<file path="src/rtl/multicycle_control.sv">
// Multicycle MIPS control FSM: sequences each instruction
// through shared memory and ALU, with watchdog and traps.
module multicycle_control #(
  parameter int OPCODE_WIDTH = 6,
  parameter int ALU_OP_WIDTH = 3,
  parameter int MEM_TIMEOUT  = 16
) (
  input  logic                    clk,
  input  logic                    reset,
  input  logic [OPCODE_WIDTH-1:0] opcode_i,
  input  logic                    mem_ready_i,
  input  logic                    stall_i,
  output logic                    pc_write_o,
  output logic                    ir_write_o,
  output logic                    i_or_d_o,
  output logic                    mem_read_o,
  output logic                    mem_write_o,
  output logic                    reg_write_o,
  output logic                    reg_dst_o,
  output logic                    mem_to_reg_o,
  output logic                    link_o,
  output logic                    alu_src_a_o,
  output logic [1:0]              alu_src_b_o,
  output logic [1:0]              pc_src_o,
  output logic                    branch_eq_o,
  output logic                    branch_ne_o,
  output logic [ALU_OP_WIDTH-1:0] alu_op_o,
  output logic [3:0]              state_o,
  output logic                    illegal_o,
  output logic                    timeout_o
);

  typedef enum logic [3:0] {
    S_FETCH     = 4'd0,
    S_DECODE    = 4'd1,
    S_MEM_ADDR  = 4'd2,
    S_MEM_READ  = 4'd3,
    S_MEM_WB    = 4'd4,
    S_MEM_WRITE = 4'd5,
    S_EXECUTE   = 4'd6,
    S_ALU_WB    = 4'd7,
    S_BRANCH    = 4'd8,
    S_JUMP      = 4'd9,
    S_TRAP      = 4'd10
  } state_e;

  localparam logic [5:0] OP_R    = 6'h00;
  localparam logic [5:0] OP_J    = 6'h02;
  localparam logic [5:0] OP_JAL  = 6'h03;
  localparam logic [5:0] OP_BEQ  = 6'h04;
  localparam logic [5:0] OP_BNE  = 6'h05;
  localparam logic [5:0] OP_ADDI = 6'h08;
  localparam logic [5:0] OP_ANDI = 6'h0c;
  localparam logic [5:0] OP_ORI  = 6'h0d;
  localparam logic [5:0] OP_LUI  = 6'h0f;
  localparam logic [5:0] OP_LW   = 6'h23;
  localparam logic [5:0] OP_SW   = 6'h2b;

  localparam int CW = $clog2(MEM_TIMEOUT + 2);
  localparam logic [CW-1:0] LIM_M1 =
    CW'((MEM_TIMEOUT > 0) ? MEM_TIMEOUT - 1 : 0);
  localparam bit WD_EN = (MEM_TIMEOUT > 0);

  state_e        state_q, state_d;
  logic [5:0]    op_q, op_d;
  logic [CW-1:0] cnt_q, cnt_d;
  logic          ill_q, ill_d;
  logic          tmo_q, tmo_d;

  logic [5:0] op6;
  logic       hi_ok;
  logic       waiting;
  logic       wd_hit;
  logic [2:0] alu3;

  assign op6     = opcode_i[5:0];
  assign hi_ok   = (opcode_i >> 6) == '0;
  assign waiting = (state_q == S_FETCH)
                || (state_q == S_MEM_READ)
                || (state_q == S_MEM_WRITE);
  assign wd_hit  = WD_EN && waiting && !mem_ready_i
                && (cnt_q == LIM_M1);

  // State, latched opcode, watchdog and sticky trap flags
  always_ff @(posedge clk) begin
    if (reset) begin
      state_q <= S_FETCH;
      op_q    <= '0;
      cnt_q   <= '0;
      ill_q   <= 1'b0;
      tmo_q   <= 1'b0;
    end else begin
      state_q <= state_d;
      op_q    <= op_d;
      cnt_q   <= cnt_d;
      ill_q   <= ill_d;
      tmo_q   <= tmo_d;
    end
  end

  // Next state; everything holds while stalled
  always_comb begin
    state_d = state_q;
    op_d    = op_q;
    cnt_d   = cnt_q;
    ill_d   = ill_q;
    tmo_d   = tmo_q;
    if (!stall_i) begin
      unique case (state_q)
        S_FETCH: begin
          if (mem_ready_i) begin
            state_d = S_DECODE;
          end else if (wd_hit) begin
            state_d = S_TRAP;
            tmo_d   = 1'b1;
          end
        end
        S_DECODE: begin
          op_d = op6;
          if (!hi_ok) begin
            state_d = S_TRAP;
            ill_d   = 1'b1;
          end else begin
            case (op6)
              OP_LW, OP_SW:
                state_d = S_MEM_ADDR;
              OP_R, OP_ADDI, OP_LUI,
              OP_ORI, OP_ANDI:
                state_d = S_EXECUTE;
              OP_BEQ, OP_BNE:
                state_d = S_BRANCH;
              OP_J, OP_JAL:
                state_d = S_JUMP;
              default: begin
                state_d = S_TRAP;
                ill_d   = 1'b1;
              end
            endcase
          end
        end
        S_MEM_ADDR: begin
          state_d = (op_q == OP_SW) ? S_MEM_WRITE
                                    : S_MEM_READ;
        end
        S_MEM_READ: begin
          if (mem_ready_i) begin
            state_d = S_MEM_WB;
          end else if (wd_hit) begin
            state_d = S_TRAP;
            tmo_d   = 1'b1;
          end
        end
        S_MEM_WRITE: begin
          if (mem_ready_i) begin
            state_d = S_FETCH;
          end else if (wd_hit) begin
            state_d = S_TRAP;
            tmo_d   = 1'b1;
          end
        end
        S_EXECUTE: state_d = S_ALU_WB;
        S_MEM_WB,
        S_ALU_WB,
        S_BRANCH,
        S_JUMP:    state_d = S_FETCH;
        S_TRAP:    state_d = S_TRAP;
        default:   state_d = S_TRAP;
      endcase
      if (state_d != state_q) begin
        cnt_d = '0;
      end else if (waiting && !mem_ready_i) begin
        cnt_d = cnt_q + CW'(1);
      end
    end
  end

  // Moore outputs, strobes gated by stall and reset
  always_comb begin
    pc_write_o   = 1'b0;
    ir_write_o   = 1'b0;
    i_or_d_o     = 1'b0;
    mem_read_o   = 1'b0;
    mem_write_o  = 1'b0;
    reg_write_o  = 1'b0;
    reg_dst_o    = 1'b0;
    mem_to_reg_o = 1'b0;
    link_o       = 1'b0;
    alu_src_a_o  = 1'b0;
    alu_src_b_o  = 2'b00;
    pc_src_o     = 2'b00;
    branch_eq_o  = 1'b0;
    branch_ne_o  = 1'b0;
    alu3         = 3'b000;
    unique case (state_q)
      S_FETCH: begin
        mem_read_o  = 1'b1;
        alu_src_b_o = 2'b01;
        alu3        = 3'b100;
        pc_write_o  = mem_ready_i;
        ir_write_o  = mem_ready_i;
      end
      S_DECODE: begin
        alu_src_b_o = 2'b11;
        alu3        = 3'b100;
      end
      S_MEM_ADDR: begin
        alu_src_a_o = 1'b1;
        alu_src_b_o = 2'b10;
        alu3        = 3'b101;
      end
      S_MEM_READ: begin
        mem_read_o = 1'b1;
        i_or_d_o   = 1'b1;
      end
      S_MEM_WB: begin
        reg_write_o  = 1'b1;
        mem_to_reg_o = 1'b1;
      end
      S_MEM_WRITE: begin
        mem_write_o = 1'b1;
        i_or_d_o    = 1'b1;
      end
      S_EXECUTE: begin
        alu_src_a_o = 1'b1;
        alu_src_b_o = 2'b10;
        case (op_q)
          OP_R: begin
            alu_src_b_o = 2'b00;
            alu3        = 3'b111;
          end
          OP_LUI:  alu3 = 3'b001;
          OP_ORI:  alu3 = 3'b010;
          OP_ANDI: alu3 = 3'b011;
          default: alu3 = 3'b100;
        endcase
      end
      S_ALU_WB: begin
        reg_write_o = 1'b1;
        reg_dst_o   = (op_q == OP_R);
      end
      S_BRANCH: begin
        alu_src_a_o = 1'b1;
        alu3        = 3'b110;
        pc_src_o    = 2'b01;
        branch_eq_o = (op_q == OP_BEQ);
        branch_ne_o = (op_q == OP_BNE);
      end
      S_JUMP: begin
        pc_write_o  = 1'b1;
        pc_src_o    = 2'b10;
        reg_write_o = (op_q == OP_JAL);
        link_o      = (op_q == OP_JAL);
      end
      default: begin
      end
    endcase
    if (stall_i || reset) begin
      pc_write_o  = 1'b0;
      ir_write_o  = 1'b0;
      reg_write_o = 1'b0;
      mem_read_o  = 1'b0;
      mem_write_o = 1'b0;
      branch_eq_o = 1'b0;
      branch_ne_o = 1'b0;
    end
  end

  assign alu_op_o  = ALU_OP_WIDTH'(alu3);
  assign state_o   = state_q;
  assign illegal_o = ill_q;
  assign timeout_o = tmo_q;

endmodule

</file>
<file path="config.mk">
export PLATFORM = sky130hd
export DESIGN_NAME = multicycle_control
export DESIGN_NICKNAME = d
export VERILOG_FILES = /design/src/rtl/multicycle_control.sv
export SDC_FILE = /design/constraint.sdc
export NUM_CORES = 1
export LEC_CHECK = 0
export CORE_MARGIN = 4
export CORE_UTILIZATION = 36
export CTS_CLUSTER_SIZE = 30
export DETAILED_ROUTE_END_ITERATION = 16
export PLACE_DENSITY = 0.66
export REMOVE_ABC_BUFFERS = 1
export SLEW_MARGIN = 20
export SYNTH_ARGS = -nofsm -noshare
export SYNTH_HDL_FRONTEND = slang
export SYNTH_SLANG_ARGS = --single-unit
export TNS_END_PERCENT = 100
</file>
<file path="constraint.sdc">
create_clock -name clk -period 2.5 [get_ports clk]
set_input_delay 0.5 -clock clk [delete_from_list [all_inputs] [get_ports clk]]
set_output_delay 0.5 -clock clk [all_outputs]
set_load 0.005 [all_outputs]
</file>
==> metrics list <==
- The slowest stage of the critical path belongs to the cell sky130_fd_sc_hd__clkdlybuf4s50_1.
- CP cell instances: clkdlybuf4s50_1 -> buf_4 -> and4_1 -> o21bai_1 -> clkdlybuf4s50_1
- Once the floorplan was initialized, standard cells occupied 37.7% of the core.
- CTS tree: yes
- The clock passes through at most 2 buffers.
* Routed length per instance: about 14 µm
* Req. time, crit path: around 2 ns
* Setup Viol. Count Final: 0
- Final net count: 261
* Detailed Place HPWL: 3.17 mm
* Max Clk Rate: 410 MHz
* Proportion of register bits with asynchronous set or reset after synthesis: 0%
* Endpoint of the worst setup timing path: pc_write_o
- Among cell families on the critical path, the largest total delay comes from buffers and inverters.
- Launch instance of the worst register-to-register path: cnt_q[0]
- Top flip-flop cell by instance count after synthesis: sky130_fd_sc_hd__dfxtp_1
- Maximum capacitance violations: 0
- Number of enable flip-flop cells after synthesis: 0
- The worst path needs approximately 2.4 ns of the cycle, external delays included.
* Core area: 3690 µm²
- Row generation in the floorplan step produced 22 rows.
- Reg2reg path depth: 8
- Hold buffer count at CTS: 0
* Number of distinct standard cells referenced by the synthesized netlist: 45
- Global route overflow: 0
- Cells after Synth: 193
- Via count: ~1600
- VDD sags by at most 0.000280 V.
- Ports: 35
- The synthesized netlist occupies a cell area of ~1400 µm².
- Counting stages on the worst path, the most repeated cell is sky130_fd_sc_hd__clkdlybuf4s50_1.
* R2r setup slk: 0.12 ns
- The floorplan step set the die height to 70.1 µm.
- Worst-path clk slew: 0.07 ns
- The largest single stage delay on the critical path is roughly 0.51 ns.
- Once detail routing completed, the nets flagged for antenna violations numbered 0.
* Latest clock arrival within the worst-skew pair: roughly 0.25 ns
- Initial DRC Count: 100
* Seq. cell area: ~340 µm²
- All-layer global routing usage: 16.5%
- Count of buffers added by post-CTS timing repair for setup: 0
- TritonCTS Sinks: 17
- Of all nets on the critical path, the largest fanout is 6.
- Total detailed-routing wirelength: between 4 and 5 mm
- Sequential share of the synthesized area: between 20% and 30%
- The setup path with the least slack is of type in2out.
* First-pass GRT wire length: a little under 7 mm
* Capturing point of the worst reg2reg path: cnt_q[2]
- DR vias/cell: 5.47
- Cells with a size suffix above 1 make up about a fifth of the layout.
- For this design the static power due to leakage is 0.764 nW.
- Detailed-route DRC error count: 0
- The critical path contains buffers and inverters numbering 3 combined.
- Cell Area, Placed: 1960 µm²
- Class of the tightest hold or removal check: reg2reg
- The synthesized design contains 17 register bits.
- Tracing the worst setup path back leads to its startpoint at mem_ready_i.
- Startpoint type of the worst setup path: input pin
- Clock tree synthesis selected as its root buffer the cell sky130_fd_sc_hd__clkbuf_8.
* Largest net degree at the start of global routing: 17
* Pre-CTS setup slack: -0.0759 ns
- Count of port buffers added during placement: 34
- In this run the power density over the cells is 380 nW/µm².
- Area used by multi-input combinational logic: roughly 1000 µm²
* Clock skew: 0.00153 ns
- Number of clock buffers inserted by TritonCTS: 3
* Number of antenna violations at the first check in global routing: 0
- Counting buffers and inverters, the worst setup path is 5 cells deep.
* Avg Cell Area, Syn: 7.20 µm²
* DR pass1 iterations: 4
- In this run the number of H-tree levels came out at 1.
- Measured against its own limit, the worst slew margin works out to 74.8%.
* Area enclosed by the die boundary: ~4900 µm²
- STA classifies the critical path endpoint as a primary output.
* Arrival time of data at the critical path endpoint: 1.94 ns
- In the finished design, the share of the clock period the worst path needs comes to slightly below 100%.
- Non-Filler Cell Area, Final: 2040 µm²
* Tightest Pin Transition: 0.374 ns
* Count of final hold-check violations: 0
- The number of slew-limit violations in the final report was 0.
* Via count of the first global-routing pass: ~1500
* Width of the die: approximately 70 µm
* Synthesis-to-layout area growth: 47.0%
- Number of antenna cells inserted: 0
- Outcome: completed
- Yosys printed 0 warnings.
- GP Congestion: 0.871
- After filler insertion, the fill cell instance count of the layout stands at approximately 390.
* Worst path setup slack after routing: 0.0608 ns
[final cells by class]
cell class	count	share of cell area, %
repair buffers	64	27.5
clock buffers	3	2.02
clock inverters	1	0.245
multi-input cells	155	49.1
inverters	8	1.47
flip-flops and latches	17	16.8
well taps	48	2.94
[power by group]
part / switching, mW / total, mW / internal (mW)
registers: 0.0165 / 0.298 / 0.282
logic: 0.130 / 0.269 / 0.139
clock network: 0.0986 / 0.209 / 0.111
total: 0.245 / 0.777 / 0.532
[cell usage in the layout, fill, tap and decap left out, types with 5 or more instances in the layout]
cell type / count
sky130_fd_sc_hd__a211oi_1: 5
sky130_fd_sc_hd__a21oi_1: 13
sky130_fd_sc_hd__buf_4: 30
sky130_fd_sc_hd__clkdlybuf4s50_1: 30
sky130_fd_sc_hd__dfxtp_1: 15
sky130_fd_sc_hd__inv_1: 8
sky130_fd_sc_hd__mux2i_1: 6
sky130_fd_sc_hd__nand2_1: 11
sky130_fd_sc_hd__nand2b_1: 6
sky130_fd_sc_hd__nor2_1: 25
sky130_fd_sc_hd__nor3_1: 12
sky130_fd_sc_hd__nor4_1: 6
sky130_fd_sc_hd__o21ai_0: 7
[state kept, by name (all words and copies together) (netlist names)]
signal	count
illegal_o	1
state_o	4
op_q	6
timeout_o	1
cnt_q	5
[worst min-delay path, stage by stage (launching register included)]
cell	delay, ns
sky130_fd_sc_hd__dfxtp_1	0.31
sky130_fd_sc_hd__inv_1	0.05
sky130_fd_sc_hd__a21oi_1	0.05
[Yosys cell counts (all sizes together) (4+ instances only)]
library cell	number	area share (%)
nand2	11	3.0
nor2	27	7.3
mux2i	6	4.3
o21bai	4	2.2
a21o	4	2.2
nor3	13	4.7
nor2b	4	1.8
nand2b	6	2.7
nor4	7	3.6
nand3	4	1.8
a211oi	5	2.7
inv	8	2.2
a21oi	13	4.7
o21ai	7	2.5
dfxtp	17	25
or2	4	1.8
clkbuf	10	2.7
o31ai	4	2.2
[through the flow]
| step | hold WS (ns) | utilization (%) | power (mW) | std cells | TNS [ns] |
|---|---|---|---|---|---|
| 6_report | 0.457 | 55.4 | 0.777 | 296 | 0 |
| 4_1_cts | 0.460 | 54.4 | 0.774 | 296 | 0 |
| 2_1_floorplan | 0.432 | - | 0.423 | 180 | 0 |
| 3_3_place_gp | 0.445 | 53.1 | 0.563 | 292 | -0.173 |
| 5_1_grt | 0.497 | 55.4 | 0.821 | 296 | -0.000751 |
| 3_5_place_dp | 0.441 | 53.1 | 0.563 | 292 | -0.238 |
[cells by family (layout without fill, tap and decap cells)]
group	after synthesis	in the layout	synth area share, %
AOI/OAI and AO/OA	53	53	26.3
muxes	6	6	4.32
adders and majority gates	2	2	1.80
xor gates and xnor gates	3	3	1.89
DFF	17	17	24.5
and+or+nand+nor	91	91	34.9
buffers and inverters	21	76	6.31
[what timing repair did]
| action | CTS | global route |
|---|---|---|
| pin swaps | 0 | 1 |
| gates resized for setup | 7 | 9 |
| setup endpoints to repair | 6 | 10 |
[layer usage]
layer | vias up | wire (µm) | GRT usage, %
met5 | - | 0 | 0
met2 | 47 | 1910 | 27.2
met4 | 0 | 47 | 5.32
li1 | 835 | - | -
met1 | 733 | 1920 | 22.1
met3 | 5 | 215 | 2.45
[worst min-delay path by stage]
stage,depth (start not counted),from,end
3_5_place_dp,2,illegal_o,illegal_o
2_1_floorplan,1,cnt_q[4],cnt_q[4]
3_3_place_gp,2,illegal_o,illegal_o
6_report,2,illegal_o,illegal_o
4_1_cts,2,illegal_o,illegal_o
5_1_grt,2,illegal_o,illegal_o
Power figures use the tool's default switching activity.
